--- src/rtl/hazard_stall_ctrl.sv ---
`default_nettype none
// ============================================================================
// Module   : hazard_stall_ctrl
// Purpose  : Hazard detection and stall/flush sequencer for a 5-stage MIPS
//            pipeline with branches resolved in ID. Catches the hazards that
//            forwarding cannot cover (load-use, branch operands produced by
//            the instructions just ahead), drives PC / IF-ID write enables and
//            IF-ID / ID-EX flushes, and runs a debug-halt drain handshake.
// Ports    : clk, rst_n (async, active low)
//            id_*            : decoded fields of the instruction in ID
//            branch_taken    : ID branch comparison result
//            ex_*            : ID/EX MemRead, RegWrite and destination
//            mem_*           : EX/MEM MemRead and destination
//            halt_req        : level debug halt request
//            pc_write, ifid_write, ifid_flush, idex_flush : pipeline control
//            stall_cause     : 00 none, 01 load-use, 10 branch-after-ALU,
//                              11 branch-after-load
//            halt_ack        : registered, pipeline halted and drained
//            stall_count     : only with HAZ_STALL_CNT_EN, saturating count of
//                              hazard stall cycles
// Options  : define HAZ_STALL_CNT_EN to add the stall_count output/counter.
// Revision : 1.0 - initial release
// ============================================================================
module hazard_stall_ctrl #(
  parameter int HALT_DRAIN = 3,   // 1..7 bubble cycles before halt_ack
  parameter int CNT_W      = 16
) (
  input  logic             clk,
  input  logic             rst_n,
  input  logic [4:0]       id_rs,
  input  logic [4:0]       id_rt,
  input  logic             id_uses_rt,
  input  logic             id_branch,
  input  logic             id_jump,
  input  logic             branch_taken,
  input  logic             ex_mem_read,
  input  logic             ex_reg_write,
  input  logic [4:0]       ex_rd,
  input  logic             mem_mem_read,
  input  logic [4:0]       mem_rd,
  input  logic             halt_req,
  output logic             pc_write,
  output logic             ifid_write,
  output logic             ifid_flush,
  output logic             idex_flush,
  output logic [1:0]       stall_cause,
  output logic             halt_ack
`ifdef HAZ_STALL_CNT_EN
  ,
  output logic [CNT_W-1:0] stall_count
`endif
);

  typedef enum logic [1:0] {
    S_RUN   = 2'd0,
    S_STALL = 2'd1,
    S_HALT  = 2'd2
  } state_t;

  localparam logic [2:0] DRAIN_N    = 3'(HALT_DRAIN);
  localparam logic [2:0] DRAIN_LAST = 3'(HALT_DRAIN - 1);

  state_t     state;
  logic [1:0] stall_cnt;
  logic [2:0] drain_cnt;
  logic [1:0] saved_cause;

  // Register 0 is hardwired, so a write to it never creates a dependency.
  logic ex_match, mem_match;
  assign ex_match  = (ex_rd != 5'd0) &&
                     ((ex_rd == id_rs) || (id_uses_rt && (ex_rd == id_rt)));
  assign mem_match = (mem_rd != 5'd0) &&
                     ((mem_rd == id_rs) || (id_uses_rt && (mem_rd == id_rt)));

  logic hb_ld, hl, hb_alu, hb_mem, hazard, branch_flush, halt_go;
  logic [1:0] haz_cause;

  assign hb_ld  = id_branch && ex_mem_read && ex_match;
  assign hl     = !id_branch && ex_mem_read && ex_match;
  assign hb_alu = id_branch && ex_reg_write && !ex_mem_read && ex_match;
  assign hb_mem = id_branch && mem_mem_read && mem_match;
  assign hazard = hb_ld || hl || hb_alu || hb_mem;

  always_comb begin
    haz_cause = 2'b00;
    if (hb_ld)       haz_cause = 2'b11;
    else if (hl)     haz_cause = 2'b01;
    else if (hb_alu) haz_cause = 2'b10;
    else if (hb_mem) haz_cause = 2'b11;
  end

  assign branch_flush = (id_branch && branch_taken) || id_jump;
  // Halt is only taken on a clean RUN cycle so no squash or bubble is lost.
  assign halt_go = (state == S_RUN) && !hazard && !branch_flush && halt_req;

  // Mealy in RUN so a hazard bubbles the same cycle it is seen.
  always_comb begin
    pc_write    = 1'b1;
    ifid_write  = 1'b1;
    ifid_flush  = 1'b0;
    idex_flush  = 1'b0;
    stall_cause = 2'b00;
    case (state)
      S_RUN: begin
        if (hazard) begin
          // branch_taken is computed from stale operands: never flush here.
          pc_write    = 1'b0;
          ifid_write  = 1'b0;
          idex_flush  = 1'b1;
          stall_cause = haz_cause;
        end else begin
          ifid_flush  = branch_flush;
        end
      end
      S_STALL: begin
        pc_write    = 1'b0;
        ifid_write  = 1'b0;
        idex_flush  = 1'b1;
        stall_cause = saved_cause;
      end
      S_HALT: begin
        pc_write    = 1'b0;
        ifid_write  = 1'b0;
        idex_flush  = 1'b1;
      end
      default: ;
    endcase
  end

  always_ff @(posedge clk or negedge rst_n) begin
    if (!rst_n) begin
      state       <= S_RUN;
      stall_cnt   <= 2'd0;
      drain_cnt   <= 3'd0;
      saved_cause <= 2'b00;
      halt_ack    <= 1'b0;
    end else begin
      case (state)
        S_RUN: begin
          if (hazard && hb_ld) begin
            // First bubble happens now; one more is spent in STALL.
            state       <= S_STALL;
            stall_cnt   <= 2'd1;
            saved_cause <= haz_cause;
          end else if (halt_go) begin
            state     <= S_HALT;
            drain_cnt <= 3'd0;
            halt_ack  <= 1'b0;
          end
        end
        S_STALL: begin
          stall_cnt <= stall_cnt - 2'd1;
          if (stall_cnt <= 2'd1) state <= S_RUN;
        end
        S_HALT: begin
          if (!halt_req) begin
            state     <= S_RUN;
            drain_cnt <= 3'd0;
            halt_ack  <= 1'b0;
          end else if (drain_cnt != DRAIN_N) begin
            drain_cnt <= drain_cnt + 3'd1;
            if (drain_cnt == DRAIN_LAST) halt_ack <= 1'b1;
          end
        end
        default: state <= S_RUN;
      endcase
    end
  end

`ifdef HAZ_STALL_CNT_EN
  logic counting;
  assign counting = ((state == S_RUN) && hazard) || (state == S_STALL);

  always_ff @(posedge clk or negedge rst_n) begin
    if (!rst_n) begin
      stall_count <= '0;
    end else if (counting && (stall_count != {CNT_W{1'b1}})) begin
      stall_count <= stall_count + 1'b1;
    end
  end
`endif

endmodule
`default_nettype wire
--- config.mk ---
export PLATFORM = sky130hd
export DESIGN_NAME = hazard_stall_ctrl
export DESIGN_NICKNAME = d
export VERILOG_FILES = /design/src/rtl/hazard_stall_ctrl.sv
export SDC_FILE = /design/constraint.sdc
export NUM_CORES = 1
export LEC_CHECK = 0
export ABC_CLOCK_PERIOD_IN_PS = 1500
export BUFFER_PORTS_ARGS = -buffer_cell sky130_fd_sc_hd__buf_4
export CAP_MARGIN = 20
export CORE_MARGIN = 2
export CORE_UTILIZATION = 44
export CTS_CLUSTER_DIAMETER = 120
export DETAILED_ROUTE_END_ITERATION = 10
export PLACE_DENSITY = 0.75
export SYNTH_ARGS = -nofsm -noshare
export SYNTH_HDL_FRONTEND = slang
export SYNTH_SLANG_ARGS = --single-unit
--- constraint.sdc ---
create_clock -name clk -period 1.5 [get_ports clk]
set_input_delay 0.075 -clock clk [delete_from_list [all_inputs] [get_ports clk]]
set_output_delay 0.075 -clock clk [all_outputs]
set_load 0.02 [all_outputs]
==> Yosys cells after proc, flatten, opt, wreduce, memory -nomap -nowiden <==
Index checks and enable logic that the tools add are counted.
{ "word_totals": {"output_inout_bits": 7, "in_bits": 30, "elab_cells": 93, "register_bits": 10} }
{ "op_classes": {"add_sub_neg": 2, "reduce_logical": 39, "n_mux": 30, "eq_ne": 16, "order_cmp": 1} }
{ "ops": {"columns": ["op", "count"], "rows": [
  ["5-bit == test", 4],
  ["2-bit 2-to-1 mux", 10],
  ["1-bit logical AND", 18],
  ["3-bit 2-to-1 mux", 4],
  ["5-bit nonzero test", 2],
  ["1-bit 2-to-1 mux", 9],
  ["2-bit != test (second input constant)", 4],
  ["2-bit case mux with 2 select lines", 2],
  ["1-bit logical OR", 6],
  ["3-bit by 2-bit != test with 1-bit output (second input constant)", 2],
  ["3-bit != test (second input constant)", 2],
  ["1-bit case mux with 2 select lines", 3],
  ["2-bit case mux with 3 select lines", 1],
  ["3-bit case mux with 2 select lines", 1],
  ["5-bit AND reduction", 1],
  ["1-bit logical NOT", 4],
  ["2-bit AND reduction", 2],
  ["4-bit AND reduction", 1],
  ["2-bit nonzero test", 2],
  ["3-bit by 1-bit adder with 3-bit output (second input constant)", 1],
  ["3-bit by 2-bit == test with 1-bit output (second input constant)", 1],
  ["3-bit AND reduction", 1],
  ["2-bit by 1-bit == test with 1-bit output (second input constant)", 1],
  ["2-bit == test (second input constant)", 1],
  ["other kinds (5)", 5]
]} }

==> Logic depth before layout (Yosys ltp) <==
Gate-level depths: netlist of the first run.
{ "logic_depth": {"word_depth": 15, "mapped_depth": 7, "mapped_depth_nobuf": 7} }

==> Worst setup path before layout of the first run <==
Ideal clock, no wire load.
{ "synth_path": {"kind": "input-to-output", "from": "in ex_rd[4]", "to": "out stall_cause[1]", "stages": 6, "path_slack_ns": -0.145, "path_buffers": 0, "t_required_ns": 1.425, "arrival_time_ns": 1.570, "path_cell_list": "xnor2_1 nand3_1 o32ai_4 a32oi_4 nand2b_1 o21ai_0"} }
{ "synth_via": {"elab_chain_cells": 10, "word_cells_on_any_way": 17, "cone_classes": "eq/ne: 2; mux: 5; reduce/logical: 10"} }
{ "synth_lines": {"columns": ["element", "line", "source"], "rows": [
  ["start, declared", "38", "input logic [4:0] ex_rd,"],
  ["5-bit == test", "71", "((ex_rd == id_rs) || (id_uses_rt && (ex_rd == id_rt)));"],
  ["1-bit logical AND", "71", null],
  ["1-bit logical OR", "71", null],
  ["1-bit logical AND *", "70", "assign ex_match = (ex_rd != 5'd0) &&"],
  ["1-bit logical AND, on equally long branches", "80, 78, 79", null],
  ["2-bit 2-to-1 mux or 1-bit logical OR (tied branches)", "88, 82", null],
  ["2-bit 2-to-1 mux or 1-bit logical OR (tied branches)", "87, 82", null],
  ["2-bit 2-to-1 mux or 1-bit logical OR (tied branches)", "86, 82", null],
  ["2-bit 2-to-1 mux *", "105", "if (hazard) begin"],
  ["2-bit case mux with 2 select lines *", "103", "case (state)"],
  ["end, declared", "46", "output logic [1:0] stall_cause,"]
]} }
Mark *: on every way between the ends. The rest lies on a longest branch, timed or not.

==> Worst setup path in the final report of the first run <==
{ "layout_path": {"from": "reg state[1]", "to": "out ifid_flush"} }
{ "layout_via": {"elab_chain_cells": 2} }
{ "layout_lines": {"columns": ["element", "line", "source"], "rows": [
  ["start, declared", "63", "state_t state;"],
  ["start signal, assigned", "132", "state <= S_RUN;"],
  ["start signal, assigned", "142", "state <= S_STALL;"],
  ["start signal, assigned", "146", "state <= S_HALT;"],
  ["2-bit logical NOT", "103", null],
  ["1-bit 2-to-1 mux", "103", null],
  ["end, declared", "44", "output logic ifid_flush,"]
]} }
No other way between the ends.

==> out/metrics.yaml, run 1 <==
pwr:
  total_power_uw: 2059
  combPwrFrac: 0.670
  clockPowerShare: 0.129
  netSwitchingPower_uw: 823.7
  pwr_density_cell_nw_per_um2: 1064
  p_leak_uw: 0.0009143
  swShare: 0.4000
  p_int_uw: 1236
  power_frac_seq: 0.201
  vdd_drop_max_mv: 0.9792
synthesis:
  async_reset_ff_frac: 1.000
  synthesis.area_sq_um: 1040
  synth_common_cells: "18 x xnor2_1, 12 x nand2_1, 10 x dfrtp_1, 8 x ha_1, 8 x nor2_1"
  syn_inst: 114
  synth_edf_count: 0
  synth_top_area_cell: "dfrtp_1"
  synthTopCellsByArea: "dfrtp_1 24%, xnor2_1 15%, ha_1 9.6%"
  yosysMostFrequentCell: "xnor2_1"
  synth_fp_nets: 152
  syn_area_per_cell_sq_um: 9.121
  synthFlopType: "dfrtp_1"
  yosys_warnings: 0
  synth_cell_types: 36
  ys_seq_area_frac: 0.2407
  synth_seq_cells: 10
  yosysTopAreaCellShare: 0.2407
clock_tree:
  h-tree-depth: 1
  clk_latency_ps: 280
  clk_path_buf_depth: 2
  cts_root_buf: "clkbuf_4"
  clkTransAtPathRegs_ps: 80
  cts_tree: "built"
  cts_buffers: 3
  clock_sinks: 10
cells_and_area:
  fillCellCount: 109
  drive_above_1_share: 0.6064
  regArea_sq_um: 251.5
  antennaDiodeCount: 0
  syn_to_final_growth_pct: 86.16
  multi_input_area_sq_um: 964.7
  nets: 227
  fin_util: 0.8667
  design_area_sq_um: 1936
sta:
  finalMaxSlewViolations: 0
  final-hold-violation-count: 0
  rsz0062_at_grt: "yes"
  setup_viol: 11
  fin_ws_ps: -103.7
  finalCriticalPeriod_ps: 1604
  tightestPinTransition_ps: 280.3
  fin_crit_sh: 1.069
  fin_skew_ps: 2.917
  slew_headroom: 0.8132
  fmax_ghz: 0.6236
critical_path:
  rr_worst_depth: 6
  cp_max_fo: 10
  r2r_slack_ps: -80
  cp_num_buf_inv: 3
  cp-end-kind: "output port"
  crit_chain: "inv_2, ha_4, buf_8, nand2_2, nor2_1, buf_4"
  slowest_delay_ps: 460
  reg2reg_to: "drain_cnt[0]"
  crit_required_ps: 1420
  cp_top_family: "flip-flops"
  path_class: "register to output port"
  r2r-start: "drain_cnt[0]"
  worstPathArrival_ps: 1530
  crit_slowest_cell: "dfrtp_2"
  start_kind: "register"
global_routing:
  grt_max_degree: 13
  antenna_found_initial: 0
  first_global_vias: 1123
  grt_pass1_wl_mm: 5.147
  globalRouteTotalUtil: 0.2613
  grt_overflow: 0
die:
  rows: 17
  die_y_um: 52.61
  io_pins: 37
  chipWidth_um: 52.61
  coreArea_sq_um: 2233
  dieArea_sq_um: 2768
  start_util: 0.4655
route:
  drc: 0
  wl_mm: 3.818
  via_per_inst: 5.472
  antenna_left: 0
  vias: 1182
  drt_iter0_drc: 30
  routedWlPerCell_um: 17.68
  drtPass1Iterations: 5
run_status:
  violations: "negative setup slack"
  outcome: "complete, but fails checks"
worst_hold_path:
  hp-class: "primary input to async pin"
flow_run:
  drv_cap: 0
place:
  place_congestion: 0.8734
  io_buffer_count: 36
  post-dp-hpwl_mm: 2.377
  placed_cell_area_sq_um: 1553
[kinds of logic (layout without fill, tap and decap cells)]
logic type,Yosys count,after routing,synth area share
buffers and inverters,9,83,0.03610
AOI/OAI and AO/OA,24,24,0.2118
adders and majority gates,8,8,0.09627
DFF,10,10,0.2407
and+or+nand+nor,38,38,0.1841
xor gates and xnor gates,20,20,0.1685
muxes,5,5,0.06257
[how the worst max path moves through the flow]
stage / startpoint / to / slack, ps / cells after the start
floorplan: mem_rd[0] / drain_cnt[0] / -80 / 5
global placement: mem_rd[0] / drain_cnt[0] / -220 / 6
detailed placement: mem_rd[0] / drain_cnt[1] / -280 / 6
CTS: id_rs[3] / stall_cause[0] / -180 / 9
global route: drain_cnt[0] / halt_ack / -180 / 7
finish: state[1] / ifid_flush / -100 / 6
[cells in the final DEF, fill, tap and decap left out, drive strengths merged, types with 3 or more instances in the layout]
| cell type | instances |
|---|---|
| buf | 71 |
| xnor2 | 18 |
| nand2 | 12 |
| dfrtp | 10 |
| nor2 | 8 |
| ha | 8 |
| inv | 7 |
| a21o | 4 |
| nand4 | 4 |
| clkbuf | 4 |
| nand3 | 4 |
| a21oi | 4 |
| nand2b | 3 |
| mux2 | 3 |
| o22ai | 3 |
[sequential cells by signal, indices dropped and copies added (netlist names)]
register	cells
drain_cnt	3
halt_ack	1
saved_cause	2
stall_cnt	2
state	2
[layout make-up]
type	count	share of cell area
multi-input cells	95	0.4984
repair buffers	72	0.3213
flip-flops and latches	10	0.1299
clock buffers	4	0.01875
well taps	28	0.01810
inverters	7	0.01357
[routing by layer]
layer,share of wire,track usage,vias to the layer above
li1,-,-,550
met1,0.39,0.3088,590
met2,0.56,0.4646,29
met3,0.023,0.03429,13
met4,0.026,0.1154,0
met5,0,0,-
[power groups by stage]
stage	registers (uW)	logic, uW	clock network, uW
floorplan	396	583	0
global placement	393	980	0
detailed placement	399	1000	0
CTS	395	1130	264
global route	420	1470	272
finish	414	1380	265
[metrics by stage]
step                setup TNS, ps  std cells  setup WS, ps  hold WS, ps
global placement            -2331        202        -225.0       -87.93
finish                     -747.0        216        -103.7        151.9
detailed placement          -3056        202        -280.7       -85.07
global route                -1306        216        -175.1        182.9
CTS                        -879.2        210        -178.0        155.6
floorplan                  -307.2        114        -83.72       -220.6
[repair_timing]
item                                    in CTS  in global routing
pin swaps                                   15                 18
hold buffers                                 1                  0
setup buffers                                3                  6
hold endpoints to repair                    10                  0
endpoints found under the setup margin      10                 12
gates resized for setup                     32                 25
(Power assumes the default switching activity.)
==> run 2, diff against run 1 <==
- CORE_MARGIN: 2 -> 8
- SLEW_MARGIN: unset -> 20
==> run 2 against run 1 <==
  * The flow still finishes with violations (negative setup slack)
  * Via count shrank 4.7%
  * Core utilization shrank 3.4 points
  * Worst setup slack gained 1.8 ps
  * Clock power about the same
  * Die area up 51%
  * Non-clock buffer count is 4 lower
  * Count of clock-buffer cells in the layout unchanged
  * Final area shrank 3.9%
  * Fmax grew 0.11%
  * Critical endpoint is now drain_cnt[2]
==> out/metrics.yaml, run 2 (synthesis results as in run 1) <==
run_status:
  outcome: "complete, but fails checks"
  violations: "negative setup slack"
route:
  via_per_inst: 5.316
  antenna_left: 0
  routedWlPerCell_um: 17.42
  drc: 0
  drtPass1Iterations: 4
  wl_mm: 3.692
  drt_iter0_drc: 35
  vias: 1127
clock_tree:
  cts_tree: "built"
  clkTransAtPathRegs_ps: 80
  clk_path_buf_depth: 2
  h-tree-depth: 1
  clock_sinks: 10
  cts_buffers: 3
  clk_latency_ps: 290
  cts_root_buf: "clkbuf_4"
global_routing:
  globalRouteTotalUtil: 0.1680
  first_global_vias: 1236
  grt_pass1_wl_mm: 5.637
  grt_overflow: 0
  antenna_found_initial: 0
  grt_max_degree: 13
sta:
  final-hold-violation-count: 0
  finalMaxSlewViolations: 0
  fin_crit_sh: 1.068
  worst_hold_slack_ps: 150.3
  fmax_ghz: 0.6243
  setup_viol: 11
  finalCriticalPeriod_ps: 1602
  rsz0062_at_grt: "yes"
  slew_headroom: 0.8163
  tightestPinTransition_ps: 273.1
  fin_skew_ps: 6.402
  finalSetupTns_ps: -771.8
  fin_ws_ps: -101.8
place:
  place_congestion: 0.8361
  dp_slack_ps: -302.3
  io_buffer_count: 36
  post-dp-hpwl_mm: 2.589
pwr:
  pwr_density_cell_nw_per_um2: 1027
  vdd_drop_max_mv: 1.283
  total_power_uw: 1910
  p_leak_uw: 0.0008841
die:
  start_util: 0.4655
  rows: 17
  io_pins: 37
  chipWidth_um: 64.61
  die_y_um: 64.61
  coreArea_sq_um: 2233
  dieArea_sq_um: 4174
worst_hold_path:
  hp-class: "primary input to async pin"
critical_path:
  start_kind: "register"
  worstPathArrival_ps: 1770
  cp_max_fo: 3
  path_class: "register to register"
  crit_slowest_cell: "dfrtp_1"
  cp-end-kind: "register"
  crit_required_ps: 1670
  slowest_delay_ps: 420
  crit_chain: "inv_2, ha_2, nand2b_1, a21oi_2, a31oi_4, mux2_4"
cells_and_area:
  fillCellCount: 117
  drive_above_1_share: 0.5870
  antennaDiodeCount: 0
  final_cell_mix: "55 x buf_4, 11 x nand2_1, 11 x buf_6"
  regMostFlops: "drain_cnt"
  fin_util: 0.8325
  largest_register_ffs: 3
  nets: 223
  syn_to_final_growth_pct: 78.82
  mostFrequentLayoutCell: "buf_4"
flow_run:
  drv_cap: 0
## run 2: cell types whose count changed in the layout (fill, tap and decap cells not counted), moves of 2 or more
cell | previous run | this run
xnor2_2 | 5 | 7
o21ai_2 | 2 | 0
xnor2_1 | 12 | 10
o21ai_1 | 0 | 2
buf_4 | 53 | 55
buf_8 | 3 | 1
buf_6 | 15 | 11
## run 2: timing repair
item / 4_1_cts / 5_1_grt
setup endpoints to repair: 10 / 13
pin swaps: 15 / 15
hold buffers: 1 / 0
cloned: 0 / 0
buffers inserted: 3 / 4
hold endpoints to repair: 10 / 0
resized for setup: 23 / 21
## run 2: path summary, 6_finish.rpt
path                                      from        endpoint  slack, ps  cells past startpoint
worst max-delay path                  state[1]    drain_cnt[2]       -100                      6
worst min-delay path                     rst_n        state[1]        150                      2
worst max register to register        state[1]    drain_cnt[2]       -100                      6
worst min register to register  saved_cause[0]  saved_cause[0]        470                      1
max in group asynchronous                rst_n    drain_cnt[2]       1200                      2
min in group clk                      halt_req        halt_ack        230                      3
## run 2: critical path, delay by kind of cell (launching register included)
kind | cells | cell delay [ps]
muxes | 1 | 320
and+or+nand+nor | 1 | 170
DFF | 1 | 420
adders and majority gates | 1 | 210
buffers and inverters | 1 | 80
AOI/OAI and AO/OA | 2 | 270
## run 2: metrics by stage
step | cell area (sq um) | cells
5_1_grt | 1859 | 212
3_3_place_gp | 1538 | 200
6_report | 1859 | 212
4_1_cts | 1709 | 208
3_5_place_dp | 1538 | 200
2_1_floorplan | 1064 | 114
## run 2: area by class of cell
type / instances / area, sq um / share of cell area
flip-flops and latches: 10 / 250.2 / 0.1346
clock buffers: 4 / 36.28 / 0.01952
well taps: 28 / 35.03 / 0.01884
multi-input cells: 95 / 949.7 / 0.5108
repair buffers: 68 / 561.8 / 0.3022
inverters: 7 / 26.28 / 0.01413
## run 2: routing by layer
metal  wire [um]  global-route usage  part of all wire  vias to the layer above
met4          57             0.07357             0.015                        0
li1            -                   -                 -                      541
met5           0                   0                 0                        -
met3         106             0.04467             0.029                        8
met1        1445              0.1682              0.39                      553
met2        2082              0.3168              0.56                       25
## run 2: where the power goes
| group | switching [uW] | total (uW) | internal (uW) | leakage [uW] |
|---|---|---|---|---|
| registers | 58.9 | 400 | 341 | 0.000130 |
| clock network | 118 | 266 | 148 | 0.0000210 |
| logic | 590 | 1240 | 655 | 0.000733 |
| total | 766 | 1910 | 1140 | 0.000884 |
==> run 3, diff against run 2 <==
- ABC_AREA: unset -> 0
- SETUP_SLACK_MARGIN: unset -> 0.5
==> run 3 against run 2 <==
  * The run still ends with negative setup slack left
  * Final cell count increased by 1.9%
  * Core utilization increased by 5.2 points
  * Combinational power increased by 12%
  * Sequential share of layout area decreased by 0.78 points
  * Clock power about the same
  * Count of clock-buffer cells in the layout unchanged
  * Worst setup slack got worse by 140 ps
  * Sequential cell count unchanged
  * Total power increased by 7.9%
  * Worst hold slack got worse by 6.5 ps
==> out/metrics.yaml, run 3 (synthesis results as in run 1) <==
route:
  antenna_left: 0
  drc: 0
  routedWlPerCell_um: 21.64
  drt_iter0_drc: 42
  wl_mm: 4.675
  via_per_inst: 5.778
  drtPass1Iterations: 4
  vias: 1248
clock_tree:
  clk_path_buf_depth: 2
  clk_latency_ps: 290
  clock_sinks: 10
  h-tree-depth: 1
  cts_buffers: 3
  cts_tree: "built"
  clkTransAtPathRegs_ps: 80
  cts_root_buf: "clkbuf_4"
sta:
  fin_ws_ps: -237.6
  worst_hold_slack_ps: 143.8
  setup_viol: 13
  final-hold-violation-count: 0
  finalCriticalPeriod_ps: 1738
  rsz0062_at_grt: "yes"
  fin_skew_ps: 10.07
  finalMaxSlewViolations: 0
  finalSetupTns_ps: -1954
  fin_crit_sh: 1.158
  tightestPinTransition_ps: 398.9
  fmax_ghz: 0.5755
  slew_headroom: 0.7341
cells_and_area:
  largest_register_ffs: 3
  layoutNonFillerInstCount: 216
  drive_above_1_share: 0.6170
  syn_to_final_growth_pct: 89.89
  regMostFlops: "drain_cnt"
  final_cell_mix: "47 x buf_4, 23 x buf_6, 12 x xnor2_1"
  antennaDiodeCount: 0
  fillCellCount: 93
  mostFrequentLayoutCell: "buf_4"
  nets: 227
flow_run:
  drv_cap: 0
die:
  rows: 17
  io_pins: 37
  chipWidth_um: 64.61
  start_util: 0.4655
  coreArea_sq_um: 2233
  dieArea_sq_um: 4174
  die_y_um: 64.61
global_routing:
  first_global_vias: 1340
  antenna_found_initial: 0
  grt_pass1_wl_mm: 6.051
  grt_max_degree: 13
  grt_overflow: 0
  globalRouteTotalUtil: 0.1845
place:
  post-dp-hpwl_mm: 2.472
  place_congestion: 0.8022
  placed_cells: 200
  dp_slack_ps: -269.9
  io_buffer_count: 36
pwr:
  total_power_uw: 2060
  p_leak_uw: 0.0009140
  vdd_drop_max_mv: 1.130
  pwr_density_cell_nw_per_um2: 1044
run_status:
  violations: "negative setup slack"
  outcome: "complete, but fails checks"
worst_hold_path:
  hp-class: "primary input to async pin"
critical_path:
  worstPathArrival_ps: 1660
  path_class: "primary input to output port"
  cp-end-kind: "output port"
  cp_max_fo: 2
  crit_required_ps: 1420
  start_kind: "primary input"
==> run 3: changes by cell type in the layout (fill, tap and decap cells not counted), sizes merged <==
cell / previous run / this run
buf: 67 / 71
==> run 3: where the power goes <==
| part | switching, uW | internal [uW] |
|---|---|---|
| sequential | 62.6 | 341 |
| combinational | 701 | 687 |
| clock | 120 | 148 |
| total | 884 | 1180 |
==> run 3: critical path, stage by stage <==
cell	delay (ps)
buf_6	100
buf_4	130
xnor2_1	180
nand3_1	140
o22ai_2	280
buf_4	160
nand2_1	60
o21ai_1	200
a22o_1	200
buf_6	130
==> run 3: layout make-up <==
class	count	area, sq um	share of cell area
Clock buffer	4	36.28	0.01838
Inverter	7	26.28	0.01331
Multi-Input combinational cell	95	989.7	0.5013
Sequential cell	10	250.2	0.1267
Tap cell	28	35.03	0.01774
Timing Repair Buffer	72	636.9	0.3226
==> run 3: final timing paths <==
kind | endpoint | from | slack, ps | depth (start not counted)
max reg2reg | drain_cnt[0] | state[1] | -190 | 6
max | stall_cause[0] | mem_rd[2] | -240 | 10
max in group asynchronous | drain_cnt[0] | rst_n | 1200 | 2
min in group clk | halt_ack | halt_req | 210 | 3
min | saved_cause[0] | rst_n | 140 | 2
min reg2reg | stall_cnt[0] | stall_cnt[0] | 490 | 1
==> run 3: through the flow <==
| stage | cell area, sq um | util |
|---|---|---|
| CTS | 1852 | 0.8291 |
| floorplan | 1115 | - |
| global route | 1974 | 0.8840 |
| detailed placement | 1585 | 0.7098 |
| global placement | 1585 | 0.7098 |
| finish | 1974 | 0.8840 |
==> run 3: metal layers <==
metal / vias up / track usage / routed length [um]
met1: 601 / 0.1747 / 1660
met3: 27 / 0.03952 / 306
met2: 68 / 0.3478 / 2445
li1: 552 / - / -
met5: - / 0 / 0
met4: 0 / 0.1226 / 263
==> run 3: what timing repair did <==
action / 4_1_cts / 5_1_grt
endpoints found under the hold margin: 10 / 0
buffers inserted: 8 / 3
cloned: 0 / 0
endpoints found under the setup margin: 16 / 16
hold buffers: 1 / 0
pin swaps: 22 / 9
gates resized for setup: 37 / 19
